===== config.mk =====
export PLATFORM = sky130hd
export DESIGN_NAME = pipeline_ctrl
export DESIGN_NICKNAME = d
export VERILOG_FILES = /design/src/rtl/pipe_ctrl_pkg.sv /design/src/rtl/pipe_perf_cnt.sv /design/src/rtl/pipeline_ctrl.sv
export SDC_FILE = /design/constraint.sdc
export NUM_CORES = 1
export LEC_CHECK = 0
export CAP_MARGIN = 20
export CORE_UTILIZATION = 33
export DETAILED_ROUTE_END_ITERATION = 6
export GPL_TIMING_DRIVEN = 0
export HOLD_SLACK_MARGIN = 0.02
export PLACE_DENSITY = 0.94
export SETUP_SLACK_MARGIN = 0.4
export SLEW_MARGIN = 5
export SYNTH_ARGS = -nofsm -noshare
export SYNTH_HDL_FRONTEND = slang
export SYNTH_SLANG_ARGS = --single-unit
export TNS_END_PERCENT = 5

===== constraint.sdc =====
create_clock -name clk -period 2.04 [get_ports clk]
set_input_delay 0.408 -clock clk [delete_from_list [all_inputs] [get_ports clk]]
set_output_delay 0.408 -clock clk [all_outputs]
set_load 0.1 [all_outputs]

===== src/rtl/pipe_ctrl_pkg.sv =====
// pipe_ctrl_pkg: shared state encoding, cause codes and MD counter width for the pipeline controller
package pipe_ctrl_pkg;
   typedef enum logic {RUN = 1'b0, MD_WAIT = 1'b1} state_t;
   localparam logic [2:0] CAUSE_NONE = 3'd0;
   localparam logic [2:0] CAUSE_DMEM = 3'd1;
   localparam logic [2:0] CAUSE_MD   = 3'd2;
   localparam logic [2:0] CAUSE_BR   = 3'd3;
   localparam logic [2:0] CAUSE_JMP  = 3'd4;
   localparam logic [2:0] CAUSE_LU   = 3'd5;
   localparam logic [2:0] CAUSE_IMEM = 3'd6;
   localparam int MD_CNT_W = 6;
endpackage


===== src/rtl/pipe_perf_cnt.sv =====
// pipe_perf_cnt: saturating event counter
//   clk, rst_n : clock, asynchronous active-low reset
//   inc        : count this cycle
//   cnt        : current count, sticks at all-ones
module pipe_perf_cnt #(
   parameter int W = 32
) (
   input  logic         clk,
   input  logic         rst_n,
   input  logic         inc,
   output logic [W-1:0] cnt
);
   always_ff @(posedge clk or negedge rst_n)
      if (!rst_n) cnt <= '0;
      else if (inc && !(&cnt)) cnt <= cnt + 1'b1;
endmodule


===== src/rtl/pipeline_ctrl.sv =====
// pipeline_ctrl: stall/flush sequencer for the 5-stage MIPS pipeline
//   Inputs : clk, rst_n (async, active-low), lu_stall, br_flush, j_flush, md_start,
//            imem_ready, dmem_req, dmem_ready
//   Outputs: pc_en, per-register en/flush, md_busy, cause (3b),
//            stall_cnt/flush_cnt (CNT_W, live only when PIPE_PERF_CNT_EN is defined)
import pipe_ctrl_pkg::*;
module pipeline_ctrl #(
   parameter int MD_LATENCY = 32,
   parameter int CNT_W      = 32
) (
   input  logic             clk,
   input  logic             rst_n,
   input  logic             lu_stall,
   input  logic             br_flush,
   input  logic             j_flush,
   input  logic             md_start,
   input  logic             imem_ready,
   input  logic             dmem_req,
   input  logic             dmem_ready,
   output logic             pc_en,
   output logic             if_id_en,
   output logic             if_id_flush,
   output logic             id_ex_en,
   output logic             id_ex_flush,
   output logic             ex_mem_en,
   output logic             ex_mem_flush,
   output logic             mem_wb_en,
   output logic             md_busy,
   output logic [2:0]       cause,
   output logic [CNT_W-1:0] stall_cnt,
   output logic [CNT_W-1:0] flush_cnt
);
   state_t              state, state_nx;
   logic [MD_CNT_W-1:0] md_cnt, md_cnt_nx;
   logic                live;
   logic                dmem_wait;

   assign dmem_wait = dmem_req & ~dmem_ready;
   assign md_busy   = (state == MD_WAIT);

   // live gives one dead cycle after reset release
   always_ff @(posedge clk or negedge rst_n)
      if (!rst_n) begin
         state  <= RUN;
         md_cnt <= '0;
         live   <= 1'b0;
      end else begin
         state  <= state_nx;
         md_cnt <= md_cnt_nx;
         live   <= 1'b1;
      end

   always_comb begin
      state_nx     = state;
      md_cnt_nx    = md_cnt;
      pc_en        = 1'b0;
      if_id_en     = 1'b0;
      if_id_flush  = 1'b0;
      id_ex_en     = 1'b0;
      id_ex_flush  = 1'b0;
      ex_mem_en    = 1'b0;
      ex_mem_flush = 1'b0;
      mem_wb_en    = 1'b0;
      cause        = CAUSE_NONE;
      // a data-memory wait freezes the whole pipe, including the MD countdown
      if (live && !dmem_wait) begin
         if (state == MD_WAIT) begin
            if (md_cnt == '0) state_nx = RUN;
            else md_cnt_nx = md_cnt - 1'b1;
         end else if (md_start && !br_flush) begin
            state_nx  = MD_WAIT;
            md_cnt_nx = MD_CNT_W'(MD_LATENCY - 1);
         end
      end
      if (!live) begin
         cause = CAUSE_NONE;
      end else if (dmem_wait) begin
         cause = CAUSE_DMEM;
      end else if (state == MD_WAIT) begin
         ex_mem_en    = 1'b1;
         ex_mem_flush = 1'b1;
         mem_wb_en    = 1'b1;
         cause        = CAUSE_MD;
      end else begin
         pc_en     = 1'b1;
         if_id_en  = 1'b1;
         id_ex_en  = 1'b1;
         ex_mem_en = 1'b1;
         mem_wb_en = 1'b1;
         if (br_flush) begin
            if_id_flush = 1'b1;
            id_ex_flush = 1'b1;
            cause       = CAUSE_BR;
         end else if (j_flush) begin
            if_id_flush = 1'b1;
            cause       = CAUSE_JMP;
         end else if (lu_stall) begin
            pc_en       = 1'b0;
            if_id_en    = 1'b0;
            id_ex_flush = 1'b1;
            cause       = CAUSE_LU;
         end else if (!imem_ready) begin
            pc_en       = 1'b0;
            if_id_flush = 1'b1;
            cause       = CAUSE_IMEM;
         end
      end
   end

`ifdef PIPE_PERF_CNT_EN
   pipe_perf_cnt #(.W(CNT_W)) u_stall_cnt (
      .clk(clk), .rst_n(rst_n), .inc(live & ~pc_en), .cnt(stall_cnt)
   );
   pipe_perf_cnt #(.W(CNT_W)) u_flush_cnt (
      .clk(clk), .rst_n(rst_n), .inc(live & if_id_flush), .cnt(flush_cnt)
   );
`else
   assign stall_cnt = '0;
   assign flush_cnt = '0;
`endif
endmodule


==> out/metrics.sh <==
STATUS='complete, but fails checks'
FAILED_CHECKS='design-rule violations'
POSTSYNTHCELLCOUNT=128
AVGSYNTHCELLAREA_UM2=8.045
PLACED_CELLS=242
SYNTH_ASYNC_SR_FLOP_SHARE_PCT=100.0
CLK_PATH_BUF_DEPTH=2
ROUTED_VIAS_INST=3.565
CTS_HTREE_LEVELS=1
PLACE_WORST_SETUP_SLACK_PS=-1167
YOSYS_WARNINGS=0
YOSYSMOSTFREQUENTCELL='sky130_fd_sc_hd__buf_4'
RSZ0062_AT_GRT='yes'
SETUP_TOTAL_NEGATIVE_SLACK_PS=0
FIN_SKEW_PS=4.321
GP_ROUTABILITY_CONGESTION=0.7442
ROOT_BUFFER='sky130_fd_sc_hd__clkbuf_4'
WORST-SETUP-PATH-TYPE='input port to primary output'
TOTAL_SWITCHING_POWER_uW=1063
DIE_W_UM=57.86
TIMING.SLEW.HEADROOM_PCT=63.42
FMAXACHIEVABLE_MHz=529.9
DRT_WL_TOTAL_UM=2165
POSTCTSHOLDBUFS=0
SETUP_VIOL=0
POWER.DENSITY_nW_PER_UM2=979.2
SYNTH-SEQ-AREA-SHARE_PCT=19.44
POWER.SHARE.CLOCK_PCT=7.1
WORST-SLEW-PIN-TRANSITION_PS=551.3
CLOCK_TREE_FROM_TRITONCTS='done'
YOSYSUNIQUECELLTYPES=27
FINAL_MIN_PERIOD_OVER_CLOCK_PERIOD_PCT=92.51
FINAL-MAX-SLEW-VIOLATION-COUNT=0
CP_MAX_STAGE_DELAY_PS=400
GRT_ANTENNA_BEFORE_REPAIR=0
ROWS=19
DIEHEIGHT_UM=57.86
POSTSYNTHREGISTERBITS=8
TIMING.CRITICAL_PATH.FANOUT_MAX=4
POWER_LEAKAGE_uW=0.0009756
GRT_MAX_DEGREE=10
ANT_NETS=0
YS_TOP_CELLS_BY_AREA='sky130_fd_sc_hd__buf_4 (47%), sky130_fd_sc_hd__dfrtp_1 (19%), sky130_fd_sc_hd__nor2_1 (3.6%)'
FINAL_CRITICAL_PATH_SETUP_SLACK_PS=152.8
GRT_FIRST_PASS_WIRELENGTH_UM=3194
FINAL_CELLS=253
MAX-VDD-IR-DROP_V=0.0003277
POST-ROUTE-MIN-PERIOD_PS=1887
MIN_PATH_TYPE='input port to async pin'
POWER.SWITCHING_FRACTION_PCT=65.92
DR.FIRST_ITER.DRC_COUNT=16
WIRE_PER_INST_UM=8.557
CORE_AREA_UM2=2853
WORST_PATH_MAX_DELAY_CELL='sky130_fd_sc_hd__or3_1'
DRIVE_ABOVE_1_SHARE_PCT=49.10
SYNTH_TOP_AREA_CELL='sky130_fd_sc_hd__buf_4'
SYNTH_EDF_COUNT=0
NUM-FILL-CELLS=252
END_KIND='primary output'
VIAS=902
PLACE_HPWL_UM=1759
SETUP.WORST_PATH.START_CLASS='input port'
COMB_POWER_SHARE_PCT=75.1
N_ANTENNA_CELL=0
DATA_ARRIVAL_TIME_AT_THE_WORST_SLACK_ENDPOINT_PS=1480
SYNTH_TOP_AREA_SHARE_PCT=47.39
MAXCAPVIOLCOUNT=0
FINALNETCOUNT=235
CP.REQUIRED_PS=1630
CLKTRANSATPATHREGS_PS=50
GRT_PASS1_VIAS=789
CTS_MADE_BUFFERS=3
NUMBER_OF_DESIGN_RULE_VIOLATIONS_LEFT_AFTER_DETAIL_ROUTING=7
SYNTHESIS.AREA_UM2=1030
FLOORPLAN.DIE_AREA_UM2=3348
HOLD_VIOLATIONS=0
GR-TOTAL-OVERFLOW=0
GLOBALROUTETOTALUTIL_PCT=12.54
INTERNAL-POWER_uW=549.5
STARTING_UTILIZATION_OF_THE_CORE_AREA_PCT=36.10
DETAIL_ROUTE.FIRST_PASS.ITERATIONS=6
SYNTH_COMMON_CELLS='sky130_fd_sc_hd__buf_4 (65), sky130_fd_sc_hd__nor2_1 (10), sky130_fd_sc_hd__dfrtp_1 (8), sky130_fd_sc_hd__a21oi_1 (7), sky130_fd_sc_hd__inv_1 (6)'
DESIGN.PORTCOUNT=85
CTS.SINK_COUNT=8
CRITICAL_PATH.CELL_CHAIN='dlygate4sd2_1 > or3_1 > a21oi_2 > buf_12'
IO_BUFFER_COUNT=20
POWER_FRAC_SEQ_PCT=17.8
CLOCK_LATENCY_OF_THE_LATER_CLOCKED_REGISTER_IN_THE_WORST_SKEW_PAIR_PS=240
LAYOUT-AREA-OVERHEAD-VS-SYNTH_PCT=59.90
DOMINANTREGCELLSYNTH='sky130_fd_sc_hd__dfrtp_1'
## cell families (layout without fill, tap and decap cells)
group,after synthesis,after routing,synth area share (%)
buffers and inverters,72,103,49.94
and+or+nand+nor,26,26,15.07
AOI/OAI and AO/OA,16,16,10.45
DFF,8,8,19.44
adders and majority gates,2,2,2.430
other,2,65,0.7293
muxes,2,2,1.944
## stage by stage
| stage | instance area [µm²] | total power, µW | hold slack [ps] | utilization, % |
|---|---|---|---|---|
| after floorplan | 1310 | 1323 | 112.4 | - |
| after global placement | 1549 | 1440 | 485.5 | 54.30 |
| after detailed placement | 1549 | 1466 | 505.4 | 54.30 |
| after CTS | 1638 | 1607 | 443.0 | 57.41 |
| after global routing | 1647 | 1685 | 458.1 | 57.72 |
| final | 1647 | 1612 | 441.0 | 57.72 |
## worst paths after layout
kind	start	to	slack, ps	depth (start not counted)
max in group asynchronous	rst_n	live	1320	1
max	j_flush	cause[1]	150	4
max reg2reg	md_cnt[0]	md_cnt[2]	290	6
min	rst_n	md_cnt[1]	440	1
min in group clk	md_cnt[4]	md_cnt[4]	510	1
min reg2reg	md_cnt[4]	md_cnt[4]	510	1
## what timing repair did
action	CTS	global route
endpoints found under the setup margin	16	17
resized for setup	89	1
pin swaps	3	0
buffers inserted	7	1
## per-layer routing
metal  track usage, %  routed length, µm  vias to the layer above
met1            11.07                704                      366
met5                0                  0                        -
met3            3.125                196                       10
li1                 -                  -                      473
met4            9.524                 74                        0
met2            23.97               1188                       53
## power groups by stage
stage          sequential (µW)  clock, µW  combinational, µW
3_5_place_dp               287          0               1180
5_1_grt                    299        131               1250
2_1_floorplan              328          0                995
3_3_place_gp               281          0               1160
6_report                   287        114               1210
4_1_cts                    286        120               1200
## critical path: cells and delay by family
kind | cells | cell delay, ps
AND/OR/NAND/NOR | 1 | 400
buffers and inverters | 2 | 470
AO/OA/AOI/OAI | 1 | 190
## sequential cells by signal, summed over array words and instances, names as in the netlist
name     flops
live         1
md_busy      1
md_cnt       6
## cells in the final DEF (no fill, tap or decap), types with 2 or more instances in the layout
cell                               n
sky130_fd_sc_hd__mux2i_1           2
sky130_fd_sc_hd__dfrtp_1           7
sky130_fd_sc_hd__clkinvlp_4        2
sky130_fd_sc_hd__buf_6             2
sky130_fd_sc_hd__nor2_1            5
sky130_fd_sc_hd__a211oi_1          2
sky130_fd_sc_hd__buf_12            3
sky130_fd_sc_hd__a21oi_1           3
sky130_fd_sc_hd__dlygate4sd2_1     4
sky130_fd_sc_hd__ha_1              2
sky130_fd_sc_hd__conb_1           65
sky130_fd_sc_hd__a21oi_2           4
sky130_fd_sc_hd__nand2b_4          2
sky130_fd_sc_hd__buf_2             3
sky130_fd_sc_hd__clkdlybuf4s50_1   2
sky130_fd_sc_hd__nor3_1            3
sky130_fd_sc_hd__clkbuf_4          3
sky130_fd_sc_hd__clkdlybuf4s15_2   2
sky130_fd_sc_hd__o21ai_0           2
sky130_fd_sc_hd__nor2_2            5
sky130_fd_sc_hd__buf_4            77
sky130_fd_sc_hd__a31oi_1           2
sky130_fd_sc_hd__inv_1             4
## cell type report
class                      count  area [µm²]  share of cell area (%)
timing repair buffer          28       265.3                   16.11
tap                           31       38.79                   2.356
buffer                        66       491.7                   29.86
clock buffer                   3       22.52                   1.368
sequential                     8       201.4                   12.23
multi-input combinational    111       596.8                   36.25
inverter                       6       30.03                   1.824
(Power assumes the default switching activity.)
